$ cat src/rtl/lab1_imul_prod_accum.sv
// Product accumulator: sums fixed-length frames of multiplier products
// (mod 2^32) and presents each completed sum on a val/rdy output stream.
module lab1_imul_prod_accum #(
    parameter int unsigned p_max_terms = 255
) (
    input  logic        clk,
    input  logic        reset,
    input  logic [7:0]  i_cfg_nterms,
    input  logic        i_istream_val,
    output logic        o_istream_rdy,
    input  logic [31:0] i_istream_msg,
    output logic        o_ostream_val,
    input  logic        i_ostream_rdy,
    output logic [31:0] o_ostream_msg
);

    localparam int          CW        = $clog2(p_max_terms + 1);
    localparam logic [31:0] MAX_TERMS = 32'(p_max_terms);

    typedef enum logic {
        ACC = 1'b0,
        OUT = 1'b1
    } state_t;

    state_t        r_state;
    logic [CW-1:0] r_cnt;
    logic [CW-1:0] r_len;
    logic [31:0]   r_sum;

    logic [31:0]   w_cfg_ext;
    logic [CW-1:0] w_len_new;
    logic [CW-1:0] w_cnt_inc;
    logic          w_in_fire;
    logic          w_out_fire;

    // Clamp the requested frame length into 1..p_max_terms for latching on a first term
    always_comb begin
        w_cfg_ext = {24'd0, i_cfg_nterms};
        w_len_new = CW'(1);
        if (w_cfg_ext == 32'd0)
            w_len_new = CW'(1);
        else if (w_cfg_ext > MAX_TERMS)
            w_len_new = MAX_TERMS[CW-1:0];
        else
            w_len_new = w_cfg_ext[CW-1:0];
    end

    // Handshake signals; input readiness follows the sink while a sum is pending so a
    // new frame can start in the same cycle the old sum drains
    always_comb begin
        o_istream_rdy = reset | (r_state == ACC) | i_ostream_rdy;
        o_ostream_val = ~reset & (r_state == OUT);
        o_ostream_msg = r_sum;
        w_in_fire     = i_istream_val & o_istream_rdy;
        w_out_fire    = o_ostream_val & i_ostream_rdy;
        w_cnt_inc     = r_cnt + CW'(1);
    end

    // Frame FSM: accumulate terms in ACC, hold the finished sum in OUT until it drains
    always_ff @(posedge clk) begin
        if (reset) begin
            r_state <= ACC;
            r_cnt   <= '0;
            r_len   <= CW'(1);
            r_sum   <= 32'd0;
        end else begin
            case (r_state)
                ACC: begin
                    if (w_in_fire) begin
                        if (r_cnt == '0) begin
                            r_sum <= i_istream_msg;
                            r_len <= w_len_new;
                            if (w_len_new == CW'(1)) begin
                                r_state <= OUT;
                                r_cnt   <= '0;
                            end else begin
                                r_cnt <= CW'(1);
                            end
                        end else begin
                            r_sum <= r_sum + i_istream_msg;
                            if (w_cnt_inc == r_len) begin
                                r_state <= OUT;
                                r_cnt   <= '0;
                            end else begin
                                r_cnt <= w_cnt_inc;
                            end
                        end
                    end
                end
                OUT: begin
                    if (w_out_fire) begin
                        if (w_in_fire) begin
                            r_sum <= i_istream_msg;
                            r_len <= w_len_new;
                            if (w_len_new == CW'(1)) begin
                                r_state <= OUT;
                                r_cnt   <= '0;
                            end else begin
                                r_state <= ACC;
                                r_cnt   <= CW'(1);
                            end
                        end else begin
                            r_state <= ACC;
                            r_cnt   <= '0;
                        end
                    end
                end
                default: begin
                    r_state <= ACC;
                    r_cnt   <= '0;
                end
            endcase
        end
    end

endmodule
$ cat config.mk
export PLATFORM = sky130hd
export DESIGN_NAME = lab1_imul_prod_accum
export DESIGN_NICKNAME = d
export VERILOG_FILES = /design/src/rtl/lab1_imul_prod_accum.sv
export SDC_FILE = /design/constraint.sdc
export NUM_CORES = 1
export LEC_CHECK = 0
export ABC_AREA = 0
export CAP_MARGIN = 20
export CORE_MARGIN = 2
export CORE_UTILIZATION = 45
export CTS_BUF_LIST = sky130_fd_sc_hd__clkbuf_8 sky130_fd_sc_hd__clkbuf_16
export CTS_CLUSTER_SIZE = 20
export DETAILED_ROUTE_END_ITERATION = 8
export PLACE_DENSITY = 0.82
export REMOVE_ABC_BUFFERS = 1
export SLEW_MARGIN = 20
export SYNTH_ARGS = -nofsm -noshare
export SYNTH_HDL_FRONTEND = slang
export SYNTH_SLANG_ARGS = --single-unit
$ cat constraint.sdc
create_clock -name clk -period 3.9 [get_ports clk]
set_input_delay 0.78 -clock clk [delete_from_list [all_inputs] [get_ports clk]]
set_output_delay 0.78 -clock clk [all_outputs]
set_load 0.02 [all_outputs]
## After elaboration in Yosys (flattened, before gate mapping)

Cells that the tools add are included.

- Register bits after elaboration: 49
- Input bits: 44
- Output and inout bits: 34
- Logic and storage cells: 49

- $add $sub $neg: 2
- Equality and inequality tests: 6
- Mux-type cells: 25
- Bitwise gates (word level): 7
- Reductions and logical operators: 5

Operators by type and width:

| cell | count |
|---|---|
| 2-to-1 mux 32 bit | 4 |
| 2-to-1 mux 8 bit | 10 |
| one-hot mux 32 bit (2 select lines) | 1 |
| adder 32 bit | 1 |
| one-hot mux 8 bit (2 select lines) | 2 |
| zero test 8 bit | 2 |
| adder 8 x 1 -> 8 bit, second input constant | 1 |
| == test 8 x 1 -> 1 bit, second input constant | 1 |
| == test 8 bit | 1 |
| 2-to-1 mux 1 bit | 7 |
| inequality test 2 x 1 -> 1 bit, second input constant | 3 |
| AND reduction 4 bit | 1 |
| bitwise AND 1 bit | 3 |
| AND reduction 3 bit | 1 |
| inequality test 2 bit, second input constant | 1 |
| NOT 1 bit | 2 |
| OR 1 bit | 2 |
| one-hot mux 1 bit (2 select lines) | 1 |
| AND reduction 2 bit | 1 |

## Depth between registers and ports, before layout

- Word-level depth: 7
- Depth in mapped cells: 10
- Gate-level depth less buffers: 10

## Worst setup path after synthesis

OpenSTA, ideal clock, no wires.

- Path kind: input to register
- From: in i_istream_msg[7]
- To: reg r_sum[27] (netlist: o_ostream_msg[27])
- Setup time: 103 ps
- Data arrival time: 2,932 ps
- Required time: 3,797 ps
- Path slack: 864 ps
- Stages: 10
- Path buffers: 1
- Path through: ha_1 clkbuf_2 and4_1 and3_4 a2111oi_2 o21ai_2 a31oi_1 o211ai_2 xnor2_1 a2111oi_2

- Word-level cells in the longest chain between the ends: 4

Ends and longest elaborated chain:

| item | line | text |
|---|---|---|
| start, declared | 11 | `input logic [31:0] i_istream_msg,` |
| adder 32 bit | 80 | `r_sum <= r_sum + i_istream_msg;` |
| 2-to-1 mux 32 bit | 70 | `if (r_cnt == '0) begin` |
| 2-to-1 mux 32 bit | 69 | `if (w_in_fire) begin` |
| one-hot mux 32 bit (2 select lines) | 67 | `case (r_state)` |
| end signal, assigned | 71 | `r_sum <= i_istream_msg;` |
| end signal, assigned | 80 |  |
| end signal, assigned | 93 | `r_sum <= i_istream_msg;` |
| end, declared | 28 | `logic [31:0] r_sum;` |

Every way passes these cells. The select of a mux whose other input is x is not followed.
A chain may end at the register's enable or synchronous reset.

## Final worst setup path

- From: in i_istream_msg[8]
- To: reg r_sum[27] (netlist: o_ostream_msg[27])

The elaborated chain is that of the path after synthesis.

==> results_dict.tcl <==
set metrics [dict create \
    status "finished, final reports clean" \
    ys_ff_latch 49 \
    wl_um 11510 \
    final_cells 726 \
    overflow 0 \
    ys_seq_area_share_pct 23.84 \
    async_reset_ff_share_pct 0 \
    hold_viol 0 \
    fillCellCount 826 \
    leakage_nw 1.949 \
    numCtsBuffers 5 \
    drc 0 \
    pwr-share-comb_pct 49.6 \
    yosys_most_used_dff "dfxtp_1" \
    finalClockSkew_ns 0.01001 \
    drt-initial-drc-count 225 \
    synth_edf_count 0 \
    postCtsSetupBuffers 0 \
    clk_pin_slew_ns 0.11 \
    antenna_found_initial 0 \
    total_power_w 0.001908 \
    cts_buffer_depth 2 \
    clock_sinks 49 \
    drive_gt1_share_pct 4.854 \
    finalSetupViolCount 0 \
    clkPwrFrac_pct 18.5 \
    clk_latency_ns 0.32 \
    start_kind "input pin" \
    final.setup.tns_ns 0 \
    p_int_w 0.001098 \
    port_buffers 77 \
    cts-root-buf "clkbuf_8" \
    ctsHtreeMaxLevel 2 \
    ctsHoldBuffers 0 \
    timing.slew.headroom_pct 45.23 \
    required_ns 4.12 \
    p_sw_share_pct 42.43 \
    initial_core_util_pct 46.72 \
    synth_warnings 0 \
    cts_resized 0 \
    grt_use_total_pct 22.74 \
    worstMarginPinSlew_ns 0.8186 \
    finalCritPeriodShare_pct 87.46 \
    crit_fanout 7 \
    p_switching_w 0.0008096 \
    p_per_area_mw_per_mm2 378.5 \
    drtPass1Iterations 4 \
    ant_nets 0 \
    max_freq_ghz 0.2932 \
    syn_inst 554 \
    place.gp.congestion 0.9029 \
    seq_power_share_pct 31.9 \
    cts_tree "yes" \
    nNetsFinal 695 \
    synthesis.area_mm2 0.004114 \
    die_area_mm2 0.009923 \
    critical_path_class "input pin to flip-flop" \
    synth_cell_type_count 66 \
    via_per_inst 6.001 \
    wl_per_cell_um 15.86 \
    layout_commonest_cell "nand2_1" \
    dieWidth_um 99.62 \
    io_pins 78 \
    layout_common_cells "nand2_1, clkdlybuf4s50_1, nor2_1" \
    die_y_um 99.62 \
    maxSlewViolCount 0 \
    rsz0062_at_grt "false" \
    via_count 4357 \
    grt_pass1_vias 4236 \
    setup.worst_path.end_class "flip-flop" \
    diodes 0 \
    maxCapViolations 0 \
    dpl.cell_count 718 \
    areaGrowthSynthToFinish_pct 22.54 \
    rows 34 \
    syn_area_per_cell_um2 7.426 \
    hp-class "flip-flop to flip-flop" \
    cp_data_arrival_time_ns 3.63 \
    hpwl_um 8477 \
    grt_pass1_wl_um 18950 \
    period_minus_slack_ns 3.411 \
    fp.coreArea_mm2 0.008806 \
    irDropWorstVdd_mv 0.2336 \
    grt_max_degree 53 \
]
layout make-up:
cell class	count	area (um2)	share of cell area, %
tap	108	135.1	2.681
timing repair buffer	83	810.8	16.08
inverter	7	26.28	0.5212
clock buffer	5	68.82	1.365
sequential	49	980.9	19.46
multi-input combinational	471	2990	59.32
clock inverter	3	28.78	0.5709
synth_stat cells, types with 3 or more instances:
| cell type | n | area, um2 |
|---|---|---|
| nand2_1 | 78 | 292.8 |
| nor2_1 | 58 | 217.7 |
| a21oi_1 | 50 | 250.2 |
| dfxtp_1 | 49 | 980.9 |
| ha_1 | 33 | 412.9 |
| o21ai_0 | 31 | 155.2 |
| xnor2_1 | 24 | 210.2 |
| clkbuf_1 | 18 | 67.56 |
| nand3_1 | 18 | 90.09 |
| nor3_1 | 18 | 90.09 |
| a31oi_1 | 13 | 81.33 |
| a311oi_1 | 12 | 105.1 |
| and3_1 | 10 | 62.56 |
| a211oi_1 | 9 | 67.56 |
| xor2_1 | 9 | 78.83 |
| a21o_1 | 8 | 60.06 |
| inv_1 | 7 | 26.28 |
| o211ai_1 | 7 | 52.55 |
| or3_1 | 7 | 43.79 |
| nor2b_1 | 6 | 37.54 |
| and2_1 | 5 | 31.28 |
| buf_2 | 5 | 25.02 |
| nand2b_1 | 5 | 31.28 |
| nor3b_1 | 5 | 37.54 |
| o21bai_1 | 5 | 37.54 |
| nand4_1 | 4 | 25.02 |
| nor4_1 | 4 | 25.02 |
| o21a_1 | 4 | 30.03 |
| mux2i_1 | 3 | 30.03 |
| nand3b_1 | 3 | 22.52 |
sequential cells by signal (all words and copies together) (netlist names):
| name | count |
|---|---|
| r_cnt | 8 |
| r_len | 8 |
| o_ostream_msg | 32 |
| r_state | 1 |
logic make-up after synthesis:
logic type               count (synthesis)  share of synthesized area [%]
buffers and inverters                   34                          3.467
AO/OA/AOI/OAI                          167                          27.13
flip-flops                              49                          23.84
AND/OR/NAND/NOR                        233                          27.01
XOR/XNOR                                33                          7.026
multiplexers                             4                          1.004
adder cells (fa/ha/maj)                 34                          10.52
critical path, stage by stage:
cell and delay [ns]:
clkdlybuf4s50_1 0.43, ha_1 0.41, and4_1 0.23, and3_4 0.19
a2111oi_2 0.44, o21ai_2 0.15, a31oi_1 0.33, o211ai_2 0.15
xnor2_1 0.16, a2111oi_2 0.35
metrics by stage:
step	utilization, %	hold WS (ns)	cell area (um2)	worst slack (ns)
2_1_floorplan	-	0.4420	3998	0.9046
3_3_place_gp	56.14	0.4600	4943	0.3048
3_5_place_dp	56.14	0.4656	4943	0.2165
4_1_cts	57.25	0.4818	5041	0.5199
5_1_grt	57.25	0.5068	5041	0.3337
6_report	57.25	0.4780	5041	0.4891
final timing paths:
path                         start           endpoint  slack, ns  cells past startpoint
hold / removal            r_len[4]           r_len[4]       0.48                      2
setup reg to reg  o_ostream_msg[7]  o_ostream_msg[27]       1.07                      9
hold reg to reg           r_len[4]           r_len[4]       0.48                      2
setup / recovery  i_istream_msg[8]  o_ostream_msg[27]       0.49                     10
power groups by stage:
stage               registers, W  clock network (W)  logic [W]
floorplan               0.000663                  0   0.000574
global placement        0.000617                  0   0.000908
detailed placement      0.000620                  0   0.000929
CTS                     0.000609           0.000353   0.000936
global route            0.000618           0.000371    0.00104
finish                  0.000609           0.000353   0.000946
layer usage:
layer | routed length, um | track usage, % | vias up
met2 | 5500 | 39.76 | 164
li1 | - | - | 2162
met1 | 5119 | 29.90 | 2014
met3 | 707 | 2.530 | 17
met4 | 185 | 5.585 | 0
met5 | 0 | 0 | -
No activity file was read; power rests on OpenSTA's default activity.
